--- config.mk ---
export PLATFORM = sky130hd
export DESIGN_NAME = tia_object_position_counter
export DESIGN_NICKNAME = d
export VERILOG_FILES = /design/src/rtl/tia_object_position_counter.sv
export SDC_FILE = /design/constraint.sdc
export NUM_CORES = 1
export LEC_CHECK = 0
export CAP_MARGIN = 10
export CELL_PAD_IN_SITES_DETAIL_PLACEMENT = 0
export CELL_PAD_IN_SITES_GLOBAL_PLACEMENT = 1
export CORE_MARGIN = 2
export CORE_UTILIZATION = 36
export DETAILED_ROUTE_END_ITERATION = 12
export GPL_TIMING_DRIVEN = 0
export PLACE_DENSITY_LB_ADDON = 0.1
export SETUP_SLACK_MARGIN = 0.05
export SLEW_MARGIN = 15
export SYNTH_ARGS = -nofsm -noshare
export SYNTH_HDL_FRONTEND = slang
export SYNTH_SLANG_ARGS = --single-unit
--- constraint.sdc ---
create_clock -name clk -period 2.1 [get_ports clk]
set_input_delay 0.525 -clock clk [delete_from_list [all_inputs] [get_ports clk]]
set_output_delay 0.525 -clock clk [all_outputs]
set_load 0.02 [all_outputs]
--- src/rtl/tia_object_position_counter.sv ---
// Position counter for TIA movable objects: wraps over a scanline, emits copy-start strobes
// and drives graphics scan position. Optional: TIA_OBJECT_POSITION_COUNTER_HMOVE_EN lets hm_en step it.
module tia_object_position_counter #(
    parameter int PERIOD = 160,
    parameter int CW     = 8,
    parameter int GW     = 8,
    parameter int CLOSE  = 16,
    parameter int MED    = 32,
    parameter int WIDE   = 64
) (
    input  logic                   clk,
    input  logic                   reset_bar,
    input  logic                   clk_en,
    input  logic                   resp,
    input  logic [2:0]             mode,
    input  logic                   hm_en,
    output logic [CW-1:0]          count,
    output logic                   start_bar,
    output logic                   pix_en,
    output logic [$clog2(GW)-1:0]  bit_idx,
    output logic [1:0]             copy_idx
);
    localparam int BW = $clog2(GW);

    typedef enum logic {IDLE, SCAN} state_t;

    // Handshake: none. ev_q is a one-cycle pulse that the scan FSM consumes
    // unconditionally on the following edge; there is no back-pressure.
    logic           adv;
    logic [CW-1:0]  count_step;
    logic           ev;
    logic [1:0]     ev_copy;
    logic [1:0]     scale_m1;
    logic           ev_q;
    logic [1:0]     ev_copy_q;
    logic [1:0]     ev_scl_q;

    state_t         state, state_d;
    logic [1:0]     sub, sub_d;
    logic [BW-1:0]  bit_d;
    logic [1:0]     copy_d;
    logic [1:0]     scl_q, scl_d;

`ifdef TIA_OBJECT_POSITION_COUNTER_HMOVE_EN
    assign adv = clk_en | hm_en;
`else
    logic unused_hm_en;
    assign unused_hm_en = hm_en;
    assign adv = clk_en;
`endif

    assign count_step = (count == CW'(PERIOD - 1)) ? '0 : count + CW'(1);

    // Starts are judged against the value count is about to take; a resp load never starts.
    always_comb begin
        ev      = 1'b0;
        ev_copy = 2'd0;
        if (adv && !resp) begin
            if (count == CW'(PERIOD - 1)) begin
                ev = 1'b1;
            end else begin
                case (mode)
                    3'd1: if (count_step == CW'(CLOSE)) begin ev = 1'b1; ev_copy = 2'd1; end
                    3'd2: if (count_step == CW'(MED))   begin ev = 1'b1; ev_copy = 2'd1; end
                    3'd3: begin
                        if (count_step == CW'(CLOSE))    begin ev = 1'b1; ev_copy = 2'd1; end
                        else if (count_step == CW'(MED)) begin ev = 1'b1; ev_copy = 2'd2; end
                    end
                    3'd4: if (count_step == CW'(WIDE))  begin ev = 1'b1; ev_copy = 2'd1; end
                    3'd6: begin
                        if (count_step == CW'(MED))       begin ev = 1'b1; ev_copy = 2'd1; end
                        else if (count_step == CW'(WIDE)) begin ev = 1'b1; ev_copy = 2'd2; end
                    end
                    default: ;
                endcase
            end
        end
    end

    always_comb begin
        case (mode)
            3'd5:    scale_m1 = 2'd1;
            3'd7:    scale_m1 = 2'd3;
            default: scale_m1 = 2'd0;
        endcase
    end

    always_ff @(posedge clk or negedge reset_bar) begin
        if (!reset_bar) begin
            count     <= '0;
            ev_q      <= 1'b0;
            ev_copy_q <= 2'd0;
            ev_scl_q  <= 2'd0;
            start_bar <= 1'b1;
        end else begin
            if (resp)
                count <= '0;
            else if (adv)
                count <= count_step;
            ev_q      <= ev;
            ev_copy_q <= ev_copy;
            ev_scl_q  <= scale_m1;
            start_bar <= ~ev_q;
        end
    end

    always_ff @(posedge clk or negedge reset_bar) begin
        if (!reset_bar) begin
            state    <= IDLE;
            sub      <= 2'd0;
            bit_idx  <= '0;
            copy_idx <= 2'd0;
            scl_q    <= 2'd0;
        end else begin
            state    <= state_d;
            sub      <= sub_d;
            bit_idx  <= bit_d;
            copy_idx <= copy_d;
            scl_q    <= scl_d;
        end
    end

    // A start always wins, so an overlapping copy truncates the one being scanned.
    always_comb begin
        state_d = state;
        sub_d   = sub;
        bit_d   = bit_idx;
        copy_d  = copy_idx;
        scl_d   = scl_q;
        if (ev_q) begin
            state_d = SCAN;
            sub_d   = 2'd0;
            bit_d   = '0;
            copy_d  = ev_copy_q;
            scl_d   = ev_scl_q;
        end else if (state == SCAN && adv) begin
            if (sub == scl_q) begin
                sub_d = 2'd0;
                if (bit_idx == BW'(GW - 1)) begin
                    state_d = IDLE;
                    bit_d   = '0;
                end else begin
                    bit_d = bit_idx + BW'(1);
                end
            end else begin
                sub_d = sub + 2'd1;
            end
        end
    end

    assign pix_en = (state == SCAN);

endmodule

## After elaboration in Yosys (flattened, before gate mapping)

Cells that the tools add are included.

| operators by class | value |
|---|---|
| $add $sub $neg | 3 |
| equal/unequal tests | 13 |
| multiplexer cells | 33 |
| bitwise logic cells | 1 |
| reductions and logical operators | 9 |

Operators by type and width:

| kind | count |
|---|---|
| $mux 8 | 3 |
| $mux 2 | 9 |
| $eq 3x3->1 const B | 5 |
| $mux 1 | 14 |
| $mux 3 | 4 |
| $pmux 2 s5 | 1 |
| $add 8x1->8 const B | 1 |
| $eq 8x5->1 const B | 1 |
| $eq 8x6->1 const B | 1 |
| $eq 8x7->1 const B | 1 |
| $eq 8x8->1 const B | 1 |
| $reduce_bool 2->1 | 4 |
| $eq 3x2->1 const B | 2 |
| $pmux 1 s5 | 1 |
| $pmux 2 s2 | 1 |
| $add 3x1->3 const B | 1 |
| $eq 3x1->1 const B | 1 |
| $reduce_and 3->1 | 1 |
| $add 2x1->2 const B | 1 |
| $eq 2x2->1 | 1 |
| $logic_and 1x1->1 | 2 |
| $reduce_and 2->1 | 1 |
| $logic_not 1->1 | 1 |
| $not 1->1 | 1 |

| word-level totals | value |
|---|---|
| flip-flop bits (word level) | 24 |
| input bits | 8 |
| output and inout bits | 15 |
| word-level logic and storage cells | 69 |

## Longest topological paths before layout

| logic depth | value |
|---|---|
| word-level depth | 8 |
| mapped depth | 8 |
| gate-level depth less buffers | 7 |

## Worst setup path before layout

Ideal clock, no wire load.

| timing path | value |
|---|---|
| kind | reg2reg |
| start | register count[0] |
| end | register ev_copy_q[0] |
| setup time | 0.087 ns |
| data arrival time | 2.253 ns |
| required time | 2.013 ns |
| slack | -0.240 ns |
| stages on the path, launching flop included | 8 |
| buffers on the path | 1 |
| clock period less this slack | 2.340 ns |
| cell sequence | dfrtp_1 > ha_1 > and3_1 > buf_2 > mux2i_1 > mux2_2 > or4b_1 > a211oi_2 |

| between the ends | value |
|---|---|
| longest elaborated chain between the ends | 7 |
| elaborated cells between the ends (all ways) | 14 |
| classes of those cells | add/sub (1); eq/ne (4); mux (9) |

Ends and longest elaborated chain:

| what | line | RTL |
|---|---|---|
| start, declared | 17 | `output logic [CW-1:0] count,` |
| start signal, assigned | 99 | `count <= count_step;` |
| $add 8x1->8 or $eq 8x8->1 (tied branches) | 52, 59 |  |
| $mux 8 | 52 | `assign count_step = (count == CW'(PERIOD - 1)) ? '0 : count + CW'(1);` |
| $eq 8x6->1, or another cell as far along | 64, 71 |  |
| $mux 2, or another cell as far along | 71 | `if (count_step == CW'(MED)) begin ev = 1'b1; ev_copy = 2'd1; end` |
| $pmux 2 s5 | 62 | `case (mode)` |
| $mux 2 * | 59 | `if (count == CW'(PERIOD - 1)) begin` |
| $mux 2 * | 58 | `if (adv && !resp) begin` |
| named net ev_copy[0] | 32 | `logic [1:0] ev_copy;` |
| end signal, assigned | 101 | `ev_copy_q <= ev_copy;` |
| end, declared | 35 | `logic [1:0] ev_copy_q;` |

Mark *: on every way through the listed nets, which the timed path passes. The rest lies on a longest branch.
A chain may end at the register's enable or synchronous reset.

## Worst setup path after layout

Ends and elaborated chain as after synthesis.

==> out/qor.yml <==
maxCapViolations: 0
power.total_w: 0.001310
yosysSeqAreaShare_pct: 42.01
fin_util_pct: 52.04
synth.distinct_cells: 47
cts_sinks: 24
row_count: 22
synth-seq-cells: 24
setup_tns_ns: 0
clk_pin_slew_ns: 0.08
cts_hold_buffers: 0
port_buffers: 18
hold_viol_final: 0
synth_nets: 159
wirelength_um: 3162
synth_warnings: 0
required_ns: 2.28
area_delta_synth_final_pct: 35.98
overflow: 0
io_pins: 23
p_leak_nw: 0.7897
hpwl_um: 2228
yosysTopAreaCellShare_pct: 40.17
netlist_instances: 147
ant_nets: 0
fillCellCount: 366
synth_area_leader_cell: "dfrtp_1"
antenna_found_initial: 0
power.density_nw_per_um2: 672.6
core_area_um2: 3744
timing.final.crit_period_ns: 2.032
syn_area_um2: 1433
via_count: 1182
relSlewSlack_pct: 63.46
path_max_fanout: 5
max_freq_mhz: 492.1
min_path_type: "input pin to async pin"
finalSetupViolCount: 0
crit_start: "count[0]"
worstPathArrival_ns: 2.22
grt_max_degree: 25
die_area_um2: 4500
clk_path_buf_depth: 2
rrSetupSlack_ns: 0.07
rr_worst_depth: 7
wire_per_inst_um: 13.69
crit_end: "ev_copy_q[0]"
tritoncts: "yes"
gp_congestion: 0.8484
netlist_top_cells_area: "dfrtp_1 40%, nand2_1 4.2%, xnor2_1 3.7%, ha_1 3.5%, mux2_2 3.1%"
grt_pass1_wl_um: 5299
critPathLaunchType: "register"
drt-pass1-iter-count: 4
clk_latency_ns: 0.26
rsz0062_at_grt: "true"
cts-buffers-inserted: 3
nets: 196
die_w_um: 67.09
worst_pin_slew_ns: 0.5456
status: "completed"
die_h_um: 67.09
vias_per_cell: 5.117
drc_errors: 0
layout-drive-gt1-share_pct: 29.51
critical_path_class: "register to register"
track_usage_pct: 15.81
diodes: 0
syn_area_per_cell_um2: 9.746
cts_htree_levels: 1
worstReg2RegStart: "count[0]"
crit_path_end_kind: "register"
clockRootBuffer: "clkbuf_8"
first_iter_violations: 30
reg2reg_to: "ev_copy_q[0]"
fin_crit_sh_pct: 96.76
clock_skew_ns: 0.004209
initial_core_util_pct: 38.27
drv_slew: 0
grt_pass1_vias: 1088
ir_worst_vdd_uv: 266.1
[sequential cells by signal (all words and copies together), names as in the netlist]
register,flops
bit_idx,3
copy_idx,2
count,8
ev_copy_q,2
ev_q,1
ev_scl_q,2
pix_en,1
scl_q,2
start_bar,1
sub,2
[per-layer routing]
metal,global-route usage (%),vias to the layer above,wire (um)
met1,21.26,565,1511
met4,6.122,0,46
met2,25.99,26,1496
met5,0,-,0
met3,1.520,4,107
li1,-,587,-
[worst min-delay path by stage]
stage,startpoint,to,slack (ns)
floorplan,reset_bar,bit_idx[0],0.23
global placement,ev_scl_q[0],scl_q[0],0.44
detailed placement,ev_scl_q[0],scl_q[0],0.45
CTS,ev_scl_q[0],scl_q[0],0.47
global route,reset_bar,sub[1],0.26
finish,reset_bar,sub[1],0.23
[power breakdown]
part           leakage, nW  switching [W]  total [W]  internal [W]
clock network       0.0357       0.000140   0.000395      0.000255
logic                0.442       0.000173   0.000342      0.000170
registers            0.312      0.0000513   0.000573      0.000521
[what timing repair did]
item	4_1_cts	5_1_grt
endpoints found under the setup margin	2	2
pin swaps	2	9
setup buffers	7	7
resized for setup	6	9
[synth_stat cells (all sizes together)]
library cell / instances
dfrtp: 23
nand2: 16
nor2: 12
nor3: 8
inv: 6
nand3: 6
o21ai: 6
xnor2: 6
a21oi: 5
buf: 5
ha: 4
mux2: 4
mux2i: 4
xor2: 4
a21o: 3
a31oi: 3
and2: 3
and3: 3
clkbuf: 3
nand4: 2
nor4: 2
o31ai: 2
a211o: 1
a211oi: 1
a21bo: 1
a311oi: 1
a31o: 1
a41oi: 1
dfstp: 1
nand2b: 1
nand3b: 1
nor2b: 1
nor4bb: 1
o211a: 1
o21a: 1
or3: 1
or3b: 1
or4: 1
or4b: 1
[kinds of logic after synthesis]
| logic type | Yosys count | synth area share (%) |
|---|---|---|
| buffers and inverters | 14 | 5.852 |
| DFF | 24 | 42.01 |
| and+or+nand+nor | 60 | 23.58 |
| adders and majority gates | 4 | 3.494 |
| xor gates and xnor gates | 10 | 6.113 |
| muxes | 8 | 5.939 |
| AOI/OAI and AO/OA | 27 | 13.01 |
[through the flow]
step	instance area, um2	setup slack, ns	std cells	hold WS [ns]
2_1_floorplan	1475	0.05269	147	0.2294
3_3_place_gp	1715	-0.3178	213	0.4419
3_5_place_dp	1715	-0.3542	213	0.4487
4_1_cts	1863	0.03389	224	0.4692
5_1_grt	1948	-0.02088	231	0.2646
6_report	1948	0.06809	231	0.2273
[cell type report]
type / count / area (um2) / area share (%)
plain buffers: 8 / 73.82 / 3.789
inverters: 6 / 22.52 / 1.156
multi-input cells: 109 / 833.3 / 42.77
flip-flops and latches: 24 / 608.1 / 31.21
clock inverters: 1 / 30.03 / 1.541
clock buffers: 3 / 41.29 / 2.119
well taps: 48 / 60.06 / 3.083
repair buffers: 32 / 279.0 / 14.32
[cells in the final DEF, fill, tap and decap left out, types with 2 or more instances in the layout]
master,n
nor3_1,7
nand3_4,2
dfrtp_2,5
nand4_1,2
a21o_1,3
nor2_1,11
buf_6,4
and2_1,3
a21oi_1,5
o31ai_1,2
dfrtp_1,18
buf_4,15
mux2i_4,2
mux2_2,3
nand3_1,3
xor2_1,4
o21ai_0,6
xnor2_1,6
clkdlybuf4s50_1,16
clkbuf_8,4
a31oi_1,3
mux2i_1,2
ha_1,3
clkbuf_1,2
inv_1,5
nand2_1,16
[critical path, cell delays in order, from the launching register on]
cell and delay, ns:
dfrtp_2 0.40, ha_4 0.18, nand3_4 0.12, nor4_4 0.25, o211a_1 0.21, nand3_2 0.11
or4b_4 0.50, a211oi_2 0.19
Power figures use the tool's default switching activity.
